[src/rtl/pc_seq_pkg.sv]
// Shared select encodings and error codes for the program-counter sequencer.
package pc_seq_pkg;

  localparam int unsigned SEL_W = 3;
  localparam int unsigned ERR_W = 2;

  typedef logic [SEL_W-1:0] sel_t;
  typedef logic [ERR_W-1:0] err_t;

  localparam sel_t SEL_SEQ    = 3'b000;
  localparam sel_t SEL_JUMP   = 3'b001;
  localparam sel_t SEL_BRANCH = 3'b010;
  localparam sel_t SEL_CALL   = 3'b011;
  localparam sel_t SEL_RET    = 3'b100;

  localparam err_t ERR_NONE      = 2'b00;
  localparam err_t ERR_ILLEGAL   = 2'b01;
  localparam err_t ERR_UNDERFLOW = 2'b10;
  localparam err_t ERR_OVERFLOW  = 2'b11;

endpackage

[src/rtl/ras_stack.sv]
// Return-address stack on a circular buffer; a push when full overwrites the oldest entry.
module ras_stack #(
  parameter int unsigned ADDR_W    = 16,
  parameter int unsigned RAS_DEPTH = 4
) (
  input  logic              clk,
  input  logic              rst_n,
  input  logic              push,
  input  logic              pop,
  input  logic [ADDR_W-1:0] din,
  output logic [ADDR_W-1:0] top,
  output logic              empty,
  output logic              full
);

  localparam int unsigned PTR_W = (RAS_DEPTH > 1) ? $clog2(RAS_DEPTH) : 1;
  localparam int unsigned CNT_W = $clog2(RAS_DEPTH + 1);

  logic [ADDR_W-1:0] mem [RAS_DEPTH];
  logic [PTR_W-1:0]  wr_ptr;
  logic [PTR_W-1:0]  top_ptr;
  logic [CNT_W-1:0]  count;

  // wr_ptr names the next free slot; the newest entry sits just below it
  assign top_ptr = wr_ptr - PTR_W'(1);
  assign top     = mem[top_ptr];

  always_ff @(posedge clk or negedge rst_n) begin
    if (!rst_n) begin
      mem    <= '{default: '0};
      wr_ptr <= '0;
      count  <= '0;
      empty  <= 1'b1;
      full   <= 1'b0;
    end else if (push) begin
      mem[wr_ptr] <= din;
      wr_ptr      <= wr_ptr + PTR_W'(1);
      empty       <= 1'b0;
      if (!full) begin
        count <= count + CNT_W'(1);
        full  <= (count == CNT_W'(RAS_DEPTH - 1));
      end
    end else if (pop && !empty) begin
      wr_ptr <= top_ptr;
      count  <= count - CNT_W'(1);
      full   <= 1'b0;
      empty  <= (count == CNT_W'(1));
    end
  end

endmodule

[src/rtl/pc_sequencer.sv]
// Registered program counter: sequential, jump, relative branch, call and return with a RAS.
module pc_sequencer
  import pc_seq_pkg::*;
#(
  parameter int unsigned ADDR_W    = 16,
  parameter int unsigned INC       = 4,
  parameter int unsigned RAS_DEPTH = 4,
  parameter int unsigned RESET_PC  = 0
) (
  input  logic              clk,
  input  logic              rst_n,
  input  logic              advance,
  input  logic              stall,
  input  logic [SEL_W-1:0]  sel,
  input  logic [ADDR_W-1:0] target,
  output logic [ADDR_W-1:0] pc,
  output logic [ADDR_W-1:0] pc_next_seq,
  output logic              ras_empty,
  output logic              ras_full,
  output logic              err_valid,
  output logic [ERR_W-1:0]  err_code
);

  logic              accept;
  logic [ADDR_W-1:0] seq;
  logic [ADDR_W-1:0] pc_d;
  logic [ADDR_W-1:0] ras_top;
  err_t              err_d;
  logic              push;
  logic              pop;

  assign accept      = advance & ~stall;
  assign seq         = pc + ADDR_W'(INC);
  assign pc_next_seq = seq;

  ras_stack #(
    .ADDR_W    (ADDR_W),
    .RAS_DEPTH (RAS_DEPTH)
  ) u_ras (
    .clk   (clk),
    .rst_n (rst_n),
    .push  (push),
    .pop   (pop),
    .din   (seq),
    .top   (ras_top),
    .empty (ras_empty),
    .full  (ras_full)
  );

  // Next-PC select; RAS and error actions only when the instruction is accepted
  always_comb begin
    pc_d  = pc;
    err_d = ERR_NONE;
    push  = 1'b0;
    pop   = 1'b0;
    if (accept) begin
      case (sel)
        SEL_SEQ:    pc_d = seq;
        SEL_JUMP:   pc_d = target;
        SEL_BRANCH: pc_d = seq + target;
        SEL_CALL: begin
          push = 1'b1;
          pc_d = target;
          if (ras_full) err_d = ERR_OVERFLOW;
        end
        SEL_RET: begin
          if (ras_empty) begin
            pc_d  = seq;
            err_d = ERR_UNDERFLOW;
          end else begin
            pc_d = ras_top;
            pop  = 1'b1;
          end
        end
        default: begin
          pc_d  = seq;
          err_d = ERR_ILLEGAL;
        end
      endcase
    end
  end

  always_ff @(posedge clk or negedge rst_n) begin
    if (!rst_n) begin
      pc        <= ADDR_W'(RESET_PC);
      err_valid <= 1'b0;
      err_code  <= ERR_NONE;
    end else begin
      pc        <= pc_d;
      err_valid <= (err_d != ERR_NONE);
      err_code  <= err_d;
    end
  end

endmodule

[config.mk]
export PLATFORM = sky130hd
export DESIGN_NAME = pc_sequencer
export DESIGN_NICKNAME = d
export VERILOG_FILES = /design/src/rtl/pc_seq_pkg.sv /design/src/rtl/ras_stack.sv /design/src/rtl/pc_sequencer.sv
export SDC_FILE = /design/constraint.sdc
export NUM_CORES = 1
export LEC_CHECK = 0
export CORE_MARGIN = 2
export CORE_UTILIZATION = 32
export CTS_CLUSTER_DIAMETER = 100
export CTS_CLUSTER_SIZE = 30
export DETAILED_ROUTE_END_ITERATION = 10
export HOLD_SLACK_MARGIN = 0.03
export SYNTH_ARGS = -nofsm -noshare
export SYNTH_HDL_FRONTEND = slang
export SYNTH_SLANG_ARGS = --single-unit
[constraint.sdc]
create_clock -name clk -period 2.68 [get_ports clk]
set_input_delay 0.67 -clock clk [delete_from_list [all_inputs] [get_ports clk]]
set_output_delay 0.67 -clock clk [all_outputs]
set_load 0.005 [all_outputs]
==> impl_metrics.tcl, run 1 <==
set metrics [dict create \
    cts_max_level 3 \
    drc 0 \
    holdCritPathClass "input port to asynchronous set/reset pin" \
    setup_slack_ns -0.243 \
    worst_pin_slew_ns 0.545 \
    synth_top_family_by_area "compound AO/OA/AOI/OAI gates" \
    cts_buffer_depth 2 \
    max_slew_margin_pct 63.7 \
    synth_area_um2 5530 \
    synth_compound_area_share_pct 19.5 \
    via_count 5275 \
    instances_no_fill 1010 \
    vdd_drop_max_mv 0.475 \
    dpl_cell_area_um2 7540 \
    dpl.hpwl_um 13200 \
    grtUsageTotal_pct 19.8 \
    synth_xor_area_share_pct 3.80 \
    skew_ns 0.00932 \
    hold_violations 0 \
    ys_types 75 \
    syn2layout_area_growth_pct 53.3 \
    crit_chain "buf_6 -> buf_4 -> nand3_1 -> xor2_2 -> inv_1 -> ha_1 -> o211ai_1 -> buf_4 -> inv_1 -> a2111o_1 -> a211o_1 -> o21a_1 -> o211a_1" \
    antenna_found_initial 0 \
    crit_path_max_incr_delay_ns 0.44 \
    status "complete, but fails checks" \
    worst_ep_required_time_ns 2.92 \
    die_height_um 135 \
    rrSetupSlack_ns -0.24 \
    power.internal_mw 5.14 \
    num-fill-cells 1533 \
    rr_endpoint "pc[15]$_DFFE_PN0P_" \
    layout.nets 831 \
    grt_pass1_vias 5320 \
    syn-mean-instance-area_um2 9.58 \
    finalMaxSlewViolations 0 \
    fp.coreArea_um2 17100 \
    max_cap_violations 0 \
    mostFrequentLayoutCells "buf_4, nand2_1, dfrtp_1" \
    synthSimpleGateAreaFrac_pct 15.5 \
    synthMuxAreaShare_pct 9.15 \
    p_clk_share_pct 15.0 \
    cp-end-kind "register" \
    clk_latency_ns 0.35 \
    async_reset_ff_share_pct 100 \
    crit_end "pc[15]$_DFFE_PN0P_" \
    stdcell_area_um2 8470 \
    ys_warn_count 0 \
    synthesis.nets 628 \
    gp_congestion 0.898 \
    ant_nets 0 \
    max_freq_mhz 342 \
    cts_tree "built" \
    cts.sinks 90 \
    critPathKind "register to register" \
    ys.flop_type "dfrtp_1" \
    worst_r2r_path_depth 13 \
    die_area_um2 18300 \
    numPortBuffers 59 \
    synth_fa_ha_area_share_pct 6.48 \
    holdBufCountCts 0 \
    grt_max_degree 40 \
    reg2reg_from "pc[3]$_DFFE_PN0P_" \
    p_seq_share_pct 25.8 \
    p_sw_mw 3.21 \
    rows 48 \
    final_common_cell "buf_4" \
    clk_pin_slew_ns 0.07 \
    critical_path.startpoint "pc[3]$_DFFE_PN0P_" \
    pre_cts_slack_ns -0.615 \
    cts_buffers 9 \
    synth_seq_cells 90 \
    firstDrtPassIters 4 \
    post_drt_via_cell_ratio 5.22 \
    initial_core_util_pct 32.3 \
    place_inst 959 \
    drtIter0Drc 344 \
    crit_fanout 4 \
    ios 60 \
    violations "setup timing" \
    p_sw_share_pct 38.5 \
    fin_crit_ns 2.92 \
    power_density_nw_per_um2 985 \
    netlist_instances 577 \
    fin_crit_sh_pct 109 \
    worstPathArrival_ns 3.16 \
    num_antenna_cells 0 \
    finalSetupViolCount 8 \
    rsz0062_at_grt "yes" \
    wl_per_cell_um 17.9 \
    cts-root-buf "clkbuf_16" \
    combinationalPowerShare_pct 59.3 \
    start_kind "register" \
    die_width_um 135 \
    cp_slowest_cell "dfrtp_2" \
    overflow 0 \
    grt_pass1_wl_um 28100 \
    synth_edf_count 0 \
    p_leak_nw 3.75 \
    drive_above_1_share_pct 42.0 \
    seq_area_frac_synth_pct 40.8 \
    wl_um 18100 \
]
[registers in the layout (all words and copies together) (netlist names)]
name	count
u_ras.mem	64
u_ras.count	3
u_ras.wr_ptr	2
u_ras.empty	1
err_code	2
err_valid	1
pc	16
u_ras.full	1
[per-stage QoR]
step           power [mW]  utilization [%]  hold WS, ns  setup TNS [ns]
2_1_floorplan        4.42                -        0.374          -0.111
3_3_place_gp         6.23             44.0        0.457           -3.90
3_5_place_dp         6.35             44.0        0.471           -4.51
4_1_cts              7.90             47.5        0.310          -0.998
5_1_grt              8.86             49.5        0.333           -1.67
6_report             8.35             49.5        0.296          -0.819
[cells by family after synthesis]
family	Yosys count
mux	29
fa+ha+maj	28
buf+inv	61
compound gates	169
xor+xnor	24
flops	90
simple gates	176
[Yosys cell counts, drive strengths merged (12+ instances only)]
library cell / count / area, µm²
dfrtp: 89 / 2230
nand2: 89 / 334
o21ai: 71 / 355
a21oi: 31 / 163
ha: 27 / 338
inv: 26 / 97.6
nor2: 25 / 101
xnor2: 19 / 166
clkbuf: 18 / 70.1
buf: 17 / 101
mux4: 16 / 360
nand3: 14 / 70.1
mux2: 12 / 135
[power groups by stage]
stage | Sequential, mW | Combinational [mW] | Clock, mW
6_report | 2.15 | 4.95 | 1.25
5_1_grt | 2.21 | 5.34 | 1.31
4_1_cts | 2.14 | 4.49 | 1.27
3_5_place_dp | 2.17 | 4.18 | 0
3_3_place_gp | 2.13 | 4.10 | 0
2_1_floorplan | 2.13 | 2.29 | 0
[timing repair]
action                                  in CTS  in global routing
pin swaps                                   18                 31
endpoints found under the setup margin      19                 17
buffers inserted                            22                 15
resized for setup                           60                 50
[layer usage]
layer	up-vias	routed length [µm]	GRT usage, %
met5	-	0	0
met1	2636	8230	26.2
met4	0	531	8.10
met3	28	667	2.69
met2	126	8650	32.9
li1	2485	-	-
[area by class of cell]
| type | instances | area [µm²] | share of cell area (%) |
|---|---|---|---|
| Clock inverter | 7 | 63.8 | 0.753 |
| Inverter | 26 | 100 | 1.18 |
| Sequential cell | 90 | 2260 | 26.7 |
| Clock buffer | 9 | 225 | 2.66 |
| Tap cell | 225 | 282 | 3.32 |
| Timing Repair Buffer | 227 | 1940 | 22.9 |
| Multi-Input combinational cell | 426 | 3600 | 42.5 |
[how the worst min path moves through the flow]
stage	end	slack [ns]	startpoint
5_1_grt	u_ras.mem[0]$_DFFE_PN0P_	0.33	rst_n
4_1_cts	u_ras.wr_ptr[0]$_DFFE_PN0P_	0.31	rst_n
6_report	u_ras.mem[48]$_DFFE_PN0P_	0.30	rst_n
2_1_floorplan	err_code[0]$_DFF_PN0_	0.37	rst_n
3_3_place_gp	u_ras.mem[44]$_DFFE_PN0P_	0.46	u_ras.mem[44]$_DFFE_PN0P_
3_5_place_dp	u_ras.mem[9]$_DFFE_PN0P_	0.47	u_ras.mem[9]$_DFFE_PN0P_
[worst max-delay path, delay by kind of cell (launching register included)]
| kind | cells | cell delay (ns) |
|---|---|---|
| flops | 1 | 0.44 |
| xor+xnor | 1 | 0.19 |
| fa+ha+maj | 1 | 0.31 |
| buf+inv | 5 | 0.62 |
| simple gates | 1 | 0.14 |
| compound gates | 5 | 1.14 |
Note: power is estimated with default switching activity, not from simulation.
==> inputs of run 2 (changes only) <==
==> constraint.sdc (replaced) <==
create_clock -name clk -period 3.3 [get_ports clk]
set_input_delay 0.825 -clock clk [delete_from_list [all_inputs] [get_ports clk]]
set_output_delay 0.825 -clock clk [all_outputs]
set_load 0.005 [all_outputs]
==> run 2 against run 1 <==
Compared with the run above: the flow now finishes without violations; register-to-register slack better by 0.36 ns; critical endpoint is now pc_next_seq[14]; largest power group unchanged; combinational power down 45%; worst hold slack better by 0.18 ns; setup slack better by 0.33 ns.
==> impl_metrics.tcl, run 2 (synthesized netlist as in run 1, its figures left out) <==
set metrics [dict create \
    cp-end-kind "output pin" \
    power_density_nw_per_um2 796 \
    drtIter0Drc 417 \
    grt_pass1_wl_um 26200 \
    holdPathStages 2 \
    grtUsageTotal_pct 18.3 \
    antenna_found_initial 0 \
    reg2reg_from "pc[3]$_DFFE_PN0P_" \
    reg.largest.list "u_ras.mem (64), pc (16), u_ras.count (3)" \
    finalMaxSlewViolations 0 \
    ios 60 \
    hold_end "u_ras.mem[20]$_DFFE_PN0P_" \
    fin_crit_ns 3.22 \
    start_kind "register" \
    drc 0 \
    worstPathArrival_ns 2.39 \
    hold_slack_ns 0.480 \
    clk_latency_ns 0.34 \
    fin_crit_sh_pct 97.5 \
    largest_register "u_ras.mem" \
    drive_above_1_share_pct 18.1 \
    numPortBuffers 59 \
    largest_reg_flops 64 \
    max_slew_margin_pct 55.0 \
    layout.nets 710 \
    num-fill-cells 1655 \
    dpl.hpwl_um 12000 \
    die_height_um 135 \
    cts-root-buf "clkbuf_16" \
    rr_endpoint "pc[15]$_DFFE_PN0P_" \
    grt_pass1_vias 4889 \
    syn2layout_area_growth_pct 25.2 \
    die_area_um2 18300 \
    die_width_um 135 \
    critPathKind "register to output pin" \
    worst_pin_slew_ns 0.675 \
    clk_pin_slew_ns 0.07 \
    skew_ns 0.0121 \
    post_drt_via_cell_ratio 5.38 \
    crit_fanout 5 \
    cts_buffer_depth 2 \
    rows 48 \
    worst_ep_required_time_ns 2.47 \
    fp.coreArea_um2 17100 \
    worstHoldStart "u_ras.mem[20]$_DFFE_PN0P_" \
    status "finished clean" \
    mostFrequentLayoutCells "nand2_1, dfrtp_1, o21ai_0" \
    cts_buffers 9 \
    ant_nets 0 \
    worst_r2r_path_depth 13 \
    rsz0062_at_grt "yes" \
    cts_tree "built" \
    place_inst 870 \
    hold_violations 0 \
    finalSetupViolCount 0 \
    grt_max_degree 52 \
    instances_no_fill 889 \
    firstDrtPassIters 5 \
    initial_core_util_pct 32.3 \
    num_antenna_cells 0 \
    via_count 4782 \
    cts_max_level 3 \
    max_cap_violations 0 \
    p_leak_nw 3.04 \
    final_common_cell "nand2_1" \
    wl_per_cell_um 18.0 \
    wl_um 16000 \
    gp_congestion 0.949 \
    rrSetupSlack_ns 0.12 \
    cts.sinks 90 \
    max_freq_mhz 311 \
    overflow 0 \
    holdCritPathClass "register to register" \
    vdd_drop_max_mv 0.317 \
]
==> run 2: report_power, final <==
| part | switching [mW] | internal (mW) |
|---|---|---|
| logic | 1.37 | 1.33 |
| registers | 0.293 | 1.48 |
| clock network | 0.499 | 0.534 |
| total | 2.16 | 3.35 |
==> run 2: per-stage QoR <==
stage	utilization (%)	setup WS (ns)	cell area [µm²]	power, mW	TNS, ns
floorplan	-	0.263	5530	3.36	0
global placement	38.4	-0.0530	6570	4.34	-0.165
detailed placement	38.4	-0.130	6570	4.43	-0.442
CTS	40.2	0.0446	6880	5.48	0
global route	40.4	-0.0341	6920	5.89	-0.0341
finish	40.4	0.0829	6920	5.51	0
==> run 2: layer usage <==
layer	share of wire (%)	track usage, %
met1	45	24.2
met4	3.0	7.35
met5	0	0
met2	47	30.8
met3	4.6	1.91
==> run 2: worst max path at each step <==
stage / to / startpoint
after floorplan: pc[15]$_DFFE_PN0P_ / pc[5]$_DFFE_PN0P_
after global placement: pc[8]$_DFFE_PN0P_ / target[0]
after detailed placement: pc[8]$_DFFE_PN0P_ / target[0]
after CTS: pc_next_seq[14] / pc[2]$_DFFE_PN0P_
after global routing: pc[15]$_DFFE_PN0P_ / pc[3]$_DFFE_PN0P_
final: pc_next_seq[14] / pc[3]$_DFFE_PN0P_
==> run 2: worst max-delay path, stage by stage, from the launching register on <==
cell	delay [ns]
dfrtp_2	0.44
ha_2	0.25
nand2_1	0.10
or4_4	0.52
xnor2_2	0.16
inv_1	0.08
clkdlybuf4s50_1	0.50
==> run 2: final cells by class <==
| class | instances | area, µm² | share of cell area, % |
|---|---|---|---|
| Clock buffer | 9 | 225 | 3.25 |
| Clock inverter | 7 | 70.1 | 1.01 |
| Inverter | 26 | 97.6 | 1.41 |
| Multi-Input combinational cell | 426 | 3040 | 43.9 |
| Sequential cell | 90 | 2260 | 32.6 |
| Tap cell | 225 | 282 | 4.07 |
| Timing Repair Buffer | 106 | 953 | 13.8 |
==> run 2: timing repair <==
action	in CTS	in global routing
endpoints found under the setup margin	2	4
hold buffers	0	0
pin swaps	0	1
setup buffers	2	1
gates resized for setup	3	6
